==> src/rtl/sensor_link_pkg.sv <==
// rtl/sensor_link_pkg.sv - shared state encodings and constants for the sensor request path
//
// Contents:
//   framer_state_t  : request_framer FSM encoding (also exported on debug_state)
//   HOLDOFF_MIN     : smallest holdoff that lets the decoder return to IDLE
//   DHT11_ADDR      : sensor address shared with the request decoder
//   is_replay_state : states in which a frame is being replayed or held off

package sensor_link_pkg;

    typedef enum logic [2:0] {
        ST_WAIT_REQ  = 3'd0,
        ST_WAIT_ADDR = 3'd1,
        ST_ANNOUNCE  = 3'd2,
        ST_SEND_REQ  = 3'd3,
        ST_SEND_ADDR = 3'd4,
        ST_HOLDOFF   = 3'd5
    } framer_state_t;

    localparam int         HOLDOFF_MIN = 2;
    localparam logic [7:0] DHT11_ADDR  = 8'h20;

    // True from the enable pulse through the last holdoff cycle; these are
    // the states where incoming bytes go to the pending buffer.
    function automatic logic is_replay_state(input framer_state_t s);
        return (s == ST_ANNOUNCE) || (s == ST_SEND_REQ) ||
               (s == ST_SEND_ADDR) || (s == ST_HOLDOFF);
    endfunction

endpackage

==> src/rtl/request_framer.sv <==
// rtl/request_framer.sv - collects request/address bytes and replays them to the request decoder
//
// Ports:
//   clock, reset       : system clock, synchronous active-high reset
//   rx_data, rx_valid  : byte from the UART receiver and its one-cycle strobe
//   rx_error           : one-cycle framing/parity error strobe
//   enable             : one-cycle frame announce pulse to the decoder
//   received_data      : request byte, then address byte, otherwise 8'h00
//   busy               : high from enable through the last holdoff cycle
//   frame_dropped      : one-cycle pulse, partial frame discarded
//   overrun            : one-cycle pulse, byte lost with pending buffer full
//   debug_state        : current FSM state

module request_framer
    import sensor_link_pkg::*;
#(
    parameter int TIMEOUT_CYCLES = 100000,
    parameter int HOLDOFF_CYCLES = 2
) (
    input  logic       clock,
    input  logic       reset,
    input  logic [7:0] rx_data,
    input  logic       rx_valid,
    input  logic       rx_error,
    output logic       enable,
    output logic [7:0] received_data,
    output logic       busy,
    output logic       frame_dropped,
    output logic       overrun,
    output logic [2:0] debug_state
);

    // A holdoff shorter than the decoder's return-to-IDLE time is clamped up.
    localparam int HOLD_EFF = (HOLDOFF_CYCLES < HOLDOFF_MIN) ? HOLDOFF_MIN : HOLDOFF_CYCLES;
    localparam int TO_W     = (TIMEOUT_CYCLES > 1) ? $clog2(TIMEOUT_CYCLES) : 1;
    localparam int HO_W     = $clog2(HOLD_EFF);

    localparam logic [TO_W-1:0] TO_LAST = TO_W'(TIMEOUT_CYCLES - 1);
    localparam logic [HO_W-1:0] HO_LAST = HO_W'(HOLD_EFF - 1);

    framer_state_t   state_q, state_d;
    logic [7:0]      req_q, req_d;
    logic [7:0]      addr_q, addr_d;
    logic            pend_valid_q, pend_valid_d;
    logic [7:0]      pend_byte_q, pend_byte_d;
    logic [TO_W-1:0] to_cnt_q, to_cnt_d;
    logic [HO_W-1:0] ho_cnt_q, ho_cnt_d;

    logic            enable_q, enable_d;
    logic [7:0]      received_data_q, received_data_d;
    logic            busy_q, busy_d;
    logic            frame_dropped_q, frame_dropped_d;
    logic            overrun_q, overrun_d;

    always_ff @(posedge clock) begin
        if (reset) begin
            state_q         <= ST_WAIT_REQ;
            req_q           <= 8'h00;
            addr_q          <= 8'h00;
            pend_valid_q    <= 1'b0;
            pend_byte_q     <= 8'h00;
            to_cnt_q        <= '0;
            ho_cnt_q        <= '0;
            enable_q        <= 1'b0;
            received_data_q <= 8'h00;
            busy_q          <= 1'b0;
            frame_dropped_q <= 1'b0;
            overrun_q       <= 1'b0;
        end else begin
            state_q         <= state_d;
            req_q           <= req_d;
            addr_q          <= addr_d;
            pend_valid_q    <= pend_valid_d;
            pend_byte_q     <= pend_byte_d;
            to_cnt_q        <= to_cnt_d;
            ho_cnt_q        <= ho_cnt_d;
            enable_q        <= enable_d;
            received_data_q <= received_data_d;
            busy_q          <= busy_d;
            frame_dropped_q <= frame_dropped_d;
            overrun_q       <= overrun_d;
        end
    end

    always_comb begin
        state_d         = state_q;
        req_d           = req_q;
        addr_d          = addr_q;
        pend_valid_d    = pend_valid_q;
        pend_byte_d     = pend_byte_q;
        to_cnt_d        = to_cnt_q;
        ho_cnt_d        = ho_cnt_q;
        frame_dropped_d = 1'b0;
        overrun_d       = 1'b0;

        // Pending buffer: bytes that arrive while a frame is being replayed.
        // An error wins over a simultaneous byte and flushes the buffer.
        if (is_replay_state(state_q)) begin
            if (rx_error) begin
                pend_valid_d    = 1'b0;
                frame_dropped_d = 1'b1;
            end else if (rx_valid) begin
                if (pend_valid_q) begin
                    overrun_d = 1'b1;
                end else begin
                    pend_valid_d = 1'b1;
                    pend_byte_d  = rx_data;
                end
            end
        end

        case (state_q)
            ST_WAIT_REQ: begin
                if (rx_valid && !rx_error) begin
                    req_d    = rx_data;
                    to_cnt_d = '0;
                    state_d  = ST_WAIT_ADDR;
                end
            end
            ST_WAIT_ADDR: begin
                // A byte arriving on the expiry cycle still completes the frame.
                if (rx_error) begin
                    frame_dropped_d = 1'b1;
                    state_d         = ST_WAIT_REQ;
                end else if (rx_valid) begin
                    addr_d  = rx_data;
                    state_d = ST_ANNOUNCE;
                end else if (to_cnt_q == TO_LAST) begin
                    frame_dropped_d = 1'b1;
                    state_d         = ST_WAIT_REQ;
                end else begin
                    to_cnt_d = to_cnt_q + 1'b1;
                end
            end
            ST_ANNOUNCE: state_d = ST_SEND_REQ;
            ST_SEND_REQ: state_d = ST_SEND_ADDR;
            ST_SEND_ADDR: begin
                ho_cnt_d = '0;
                state_d  = ST_HOLDOFF;
            end
            ST_HOLDOFF: begin
                if (ho_cnt_q == HO_LAST) begin
                    // Uses the post-update buffer so a byte landing in the
                    // final holdoff cycle becomes the next request directly.
                    if (pend_valid_d) begin
                        req_d        = pend_byte_d;
                        pend_valid_d = 1'b0;
                        to_cnt_d     = '0;
                        state_d      = ST_WAIT_ADDR;
                    end else begin
                        state_d = ST_WAIT_REQ;
                    end
                end else begin
                    ho_cnt_d = ho_cnt_q + 1'b1;
                end
            end
            default: state_d = ST_WAIT_REQ;
        endcase

        // Outputs are registered from the next state so they line up with it.
        enable_d = (state_d == ST_ANNOUNCE);
        busy_d   = is_replay_state(state_d);
        if (state_d == ST_SEND_REQ) begin
            received_data_d = req_q;
        end else if (state_d == ST_SEND_ADDR) begin
            received_data_d = addr_q;
        end else begin
            received_data_d = 8'h00;
        end
    end

    assign enable        = enable_q;
    assign received_data = received_data_q;
    assign busy          = busy_q;
    assign frame_dropped = frame_dropped_q;
    assign overrun       = overrun_q;
    assign debug_state   = state_q;

endmodule

==> config.mk <==
export PLATFORM = sky130hd
export DESIGN_NAME = request_framer
export DESIGN_NICKNAME = d
export VERILOG_FILES = /design/src/rtl/sensor_link_pkg.sv /design/src/rtl/request_framer.sv
export SDC_FILE = /design/constraint.sdc
export NUM_CORES = 1
export LEC_CHECK = 0
export ABC_CLOCK_PERIOD_IN_PS = 2400
export CORE_ASPECT_RATIO = 0.6
export CORE_UTILIZATION = 40
export DETAILED_ROUTE_END_ITERATION = 8
export HOLD_SLACK_MARGIN = 0.02
export SLEW_MARGIN = 20
export SYNTH_ARGS = -nofsm -noshare
export SYNTH_HDL_FRONTEND = slang
export SYNTH_SLANG_ARGS = --single-unit
export TNS_END_PERCENT = 20
==> constraint.sdc <==
create_clock -name clock -period 2.4 [get_ports clock]
set_input_delay 0.48 -clock clock [delete_from_list [all_inputs] [get_ports clock]]
set_output_delay 0.48 -clock clock [all_outputs]
set_load 0.02 [all_outputs]
* Word level (Yosys, flattened, before mapping)
Cells that the tools add are included.
Cells by class: reductions and logical operators 16, mux-type cells 38, bitwise operators 3, add/subtract/negate cells 2, eq/ne operators 16
Operators by type and width (number):
- $mux W17 | 6
- $mux W8 | 9
- $pmux W17 S3 | 1
- $pmux W3 S6 | 1
- $add A17 B1 Y17 const B | 1
- $eq A17 B17 Y1 const B | 1
- $pmux W8 S2 | 1
- $mux W3 | 5
- $mux W1 | 14
- $eq A3 B2 Y1 const B | 4
- $eq A3 B3 Y1 const B | 4
- $ne A2 B2 Y1 const B | 5
- $reduce_and A7 Y1 | 1
- $logic_or A1 B1 Y1 | 6
- $reduce_and A4 Y1 | 1
- $reduce_bool A2 Y1 | 2
- $reduce_or A4 Y1 | 1
- $eq A3 B1 Y1 const B | 1
- $logic_not A3 Y1 | 1
- $not A1 Y1 | 3
- $reduce_and A3 Y1 | 1
- $reduce_bool A3 Y1 | 1
- $ne A2 B1 Y1 const B | 1
- $pmux W1 S2 | 1
- 3 further kinds | 3
Storage, ports and cells: input bits 12, output and inout bits 15, register bits 58

* Logic depth before layout (Yosys ltp)
word-level depth 12, depth in mapped cells 8

* Worst setup path before layout
No wires, ideal clock.
kind flip-flop to flip-flop, from register state_q[0] (netlist: debug_state[0]), to register to_cnt_q[11], data arrival time 2.022 ns, slack 0.308 ns, period minus slack after synthesis 2.092 ns, path buffers 1, required time 2.330 ns, cell stages (with the launch flop) 7, cell sequence dfxtp_1 > buf_2 > or4b_4 > nor4_4 > a32oi_4 > or3_1 > a21oi_1
Between the ends: cells in the longest elaborated chain, start to end 7, elaborated cells on any way between the ends 19, those cells by class 11 x eq/ne; 2 x mux; 6 x reduce/logical
Ends and longest elaborated chain:
- start: declaration | RTL line request_framer.sv:41 | framer_state_t state_q, state_d;
- start signal: assignment | RTL line request_framer.sv:70 | state_q <= state_d;
- $eq A3 B2 Y1 | RTL line sensor_link_pkg.sv:26 | return (s == ST_ANNOUNCE) || (s == ST_SEND_REQ) ||
- $logic_or A1 B1 Y1 (2 in a row) | RTL line sensor_link_pkg.sv:26
- $logic_or A1 B1 Y1 | RTL line sensor_link_pkg.sv:27 | (s == ST_SEND_ADDR) || (s == ST_HOLDOFF);
- $mux W1 | RTL line request_framer.sv:98 | if (is_replay_state(state_q)) begin
- $ne A2 B1 Y1 (no line)
- $reduce_and A7 Y1 (no line)
- end signal: assignment | RTL line request_framer.sv:75 | to_cnt_q <= to_cnt_d;
- end: declaration | RTL line request_framer.sv:46 | logic [TO_W-1:0] to_cnt_q, to_cnt_d;
Several ways; a longest one is shown, not always the timed one. A chain may end at the register's enable or synchronous reset.

* Worst setup path after layout
from register to_cnt_q[12], to register to_cnt_q[5]
Between the ends: cells in the longest elaborated chain, start to end 3
Ends and longest elaborated chain:
- $eq A17 B17 Y1 | RTL line request_framer.sv:128 | end else if (to_cnt_q == TO_LAST) begin
- $ne A2 B2 Y1 (no line)
- $reduce_and A7 Y1 (no line)
No other way between the ends.

==> flow_metrics.env <==
export IMPL_initial_core_util=0.415
export IMPL_ioPinCount=27
export IMPL_drv_cap=0
export IMPL_syn_area_sq_um=2550
export IMPL_drt_pass1_iterations=6
export IMPL_cp_startpoint="to_cnt_q[12]"
export IMPL_finalWeightedCongestion=0.794
export IMPL_cts_root_buffer="clkbuf_8"
export IMPL_swShare=0.223
export IMPL_layout_commonest_cell="dfxtp_1"
export IMPL_hold_viol_final=0
export IMPL_n_antenna_cell=0
export IMPL_crit_arrival_ps=2450
export IMPL_slowest_stage="or4_4"
export IMPL_grt_max_degree=19
export IMPL_yosys_warnings=0
export IMPL_numPortBuffers=26
export IMPL_fin_area_sq_um=3250
export IMPL_cts_max_level=3
export IMPL_cts_num_sinks=58
export IMPL_period_share=0.927
export IMPL_clk_path_buf_depth=2
export IMPL_cts_buffers=9
export IMPL_setup_viol=0
export IMPL_rows=22
export IMPL_cp_endpoint="to_cnt_q[5]"
export IMPL_syn_area_per_cell_sq_um=9.23
export IMPL_post_dp_cell_area_sq_um=3030
export IMPL_syn_nets=289
export IMPL_post_place_ws_ps=-123
export IMPL_core_area_sq_um=6140
export IMPL_pwr_share_clk=0.467
export IMPL_routedWlPerCell_um=13.9
export IMPL_async_reset_ff_frac=0
export IMPL_cp_start_kind="flop"
export IMPL_fin_worst_skew_ps=7.76
export IMPL_worstPathMaxFanout=7
export IMPL_p_int_mw=1.66
export IMPL_peakVddDrop_uv=330
export IMPL_nets=335
export IMPL_pwr_share_seq=0.464
export IMPL_yosysUniqueCellTypes=44
export IMPL_die_area_sq_um=6700
export IMPL_fin_crit_ps=2220
export IMPL_ys_ff_latch=58
export IMPL_dieHeight_um=63.8
export IMPL_grt_pass1_wl_um=9720
export IMPL_power_density_nw_per_um2=657
export IMPL_slew_headroom=0.686
export IMPL_worst_pin_slew_ps=469
export IMPL_hold_path_class="reg2reg"
export IMPL_post_cts_resize_count=0
export IMPL_synthToLayoutAreaGrowth_pct=27.5
export IMPL_synth_edf_count=0
export IMPL_ant_nets=0
export IMPL_r2r_end="to_cnt_q[5]"
export IMPL_fp_dieW_um=105
export IMPL_cts_tree="done"
export IMPL_hpwl_um=4070
export IMPL_power_switching_mw=0.474
export IMPL_gr_total_overflow=0
export IMPL_drive_above_1_share=0.144
export IMPL_max_freq_ghz=0.450
export IMPL_first_iter_violations=140
export IMPL_drv_slew=0
export IMPL_fin_util=0.529
export IMPL_netlist_instances=276
export IMPL_postCtsHoldBufs=0
export IMPL_worstSetupPathType="reg2reg"
export IMPL_most_common_layout_cells="dfxtp_1, nor2_1, mux2i_1"
export IMPL_grt_pass1_vias=1925
export IMPL_combPwrFrac=0.069
export IMPL_num_vias=2109
export IMPL_clock_latency_ps=340
export IMPL_yosysSeqAreaShare=0.456
export IMPL_worst_setup_path_end_kind="flop"
export IMPL_p_leak_nw=1.26
export IMPL_max_stage_delay_ps=600
export IMPL_drc=0
export IMPL_crit_chain="or4b_1 > or4_4 > a32oi_4 > buf_4 > xor2_1 > nor2_1"
export IMPL_track_usage=0.189
export IMPL_clkTransAtPathRegs_ps=70
export IMPL_holdWs_ps=489
export IMPL_setup_ws_ps=176
export IMPL_min_from="to_cnt_q[15]"
export IMPL_antenna_found_initial=0
export IMPL_r2r_slack_ps=180
export IMPL_synth_main_ff_cell="dfxtp_1"
export IMPL_r2r_cells=6
export IMPL_cts_setup_buffers=0
export IMPL_required_ps=2630
export IMPL_rsz0062_at_grt="no"
export IMPL_reg2reg_from="to_cnt_q[12]"
export IMPL_viasPerCell=5.13
export IMPL_wirelength_um=5710
export IMPL_outcome="complete, no violations"
[critical path, delay by kind of cell, from the launching register on]
kind	cells	cell delay, ps
AOI/OAI and AO/OA	1	270
xor gates and xnor gates	1	140
buffers and inverters	1	170
and+or+nand+nor	3	1200
DFF	1	340
[routing by layer]
layer	up-vias	GRT usage	part of all wire
met2	55	0.258	0.39
met1	985	0.278	0.54
met5	-	0	0
li1	1066	-	-
met3	3	0.0653	0.060
met4	0	0.0528	0.0033
[cell usage after synthesis, drive strengths merged (2+ instances only)]
cell / count / area [sq um]
nand4: 5 / 31.3
mux2i: 32 / 320
dfxtp: 58 / 1160
o21ai: 13 / 65.1
nor3: 7 / 45.0
and4: 3 / 26.3
or2: 2 / 12.5
a21oi: 25 / 129
nand3: 10 / 50.1
inv: 4 / 15.0
o31ai: 2 / 15.0
or4: 4 / 33.8
nand2: 13 / 48.8
and2: 3 / 18.8
xor2: 11 / 96.3
buf: 11 / 62.6
or4b: 4 / 43.8
clkbuf: 4 / 15.0
nor2: 44 / 165
and3: 2 / 12.5
nor2b: 2 / 12.5
nand2b: 2 / 12.5
or3: 3 / 18.8
[registers in the layout, indices dropped and copies added, names as in the netlist]
| name | flops |
|---|---|
| debug_state | 3 |
| frame_dropped | 1 |
| busy | 1 |
| overrun | 1 |
| pend_valid_q | 1 |
| ho_cnt_q | 1 |
| received_data | 8 |
| pend_byte_q | 8 |
| req_q | 8 |
| to_cnt_q | 17 |
| addr_q | 8 |
| enable | 1 |
[stage by stage]
step           cells  setup TNS, ps  total power [mW]
2_1_floorplan    276              0              1.09
3_3_place_gp     395          -96.2              1.15
3_5_place_dp     395           -479              1.16
4_1_cts          411              0              2.15
5_1_grt          411              0              2.21
6_report         411              0              2.13
[worst min-delay path by stage]
stage,to,slack [ps],cells after the start
finish,to_cnt_q[15],490,2
global route,to_cnt_q[15],520,2
CTS,to_cnt_q[15],490,2
detailed placement,received_data[4],480,2
global placement,to_cnt_q[1],460,2
floorplan,to_cnt_q[1],450,2
[power groups by stage]
stage	sequential [mW]	combinational, mW	clock [mW]
after global routing	0.990	0.161	1.06
after CTS	0.988	0.148	1.02
final	0.988	0.148	0.995
after detailed placement	1.01	0.147	0
after global placement	1.01	0.146	0
after floorplan	1.01	0.0799	0
[cell families (layout without fill, tap and decap cells)]
logic type               count (synthesis)  count (layout)  synth area share
flip-flops                              58              58             0.456
buffers and inverters                   19              70            0.0363
multiplexers                            32              32             0.126
AO/OA/AOI/OAI                           46              46             0.110
XOR/XNOR                                11              11            0.0378
AND/OR/NAND/NOR                        109             109             0.230
adder cells (fa/ha/maj)                  1               1           0.00491
[cell type report]
| cell class | instances | area [sq um] |
|---|---|---|
| Clock buffer | 11 | 141 |
| Clock inverter | 5 | 77.6 |
| Fill cell | 550 | 2890 |
| Inverter | 4 | 15.0 |
| Multi-Input combinational cell | 199 | 1290 |
| Sequential cell | 58 | 1160 |
| Tap cell | 84 | 105 |
| Timing Repair Buffer | 50 | 453 |
Note: power is estimated with default switching activity, not from simulation.
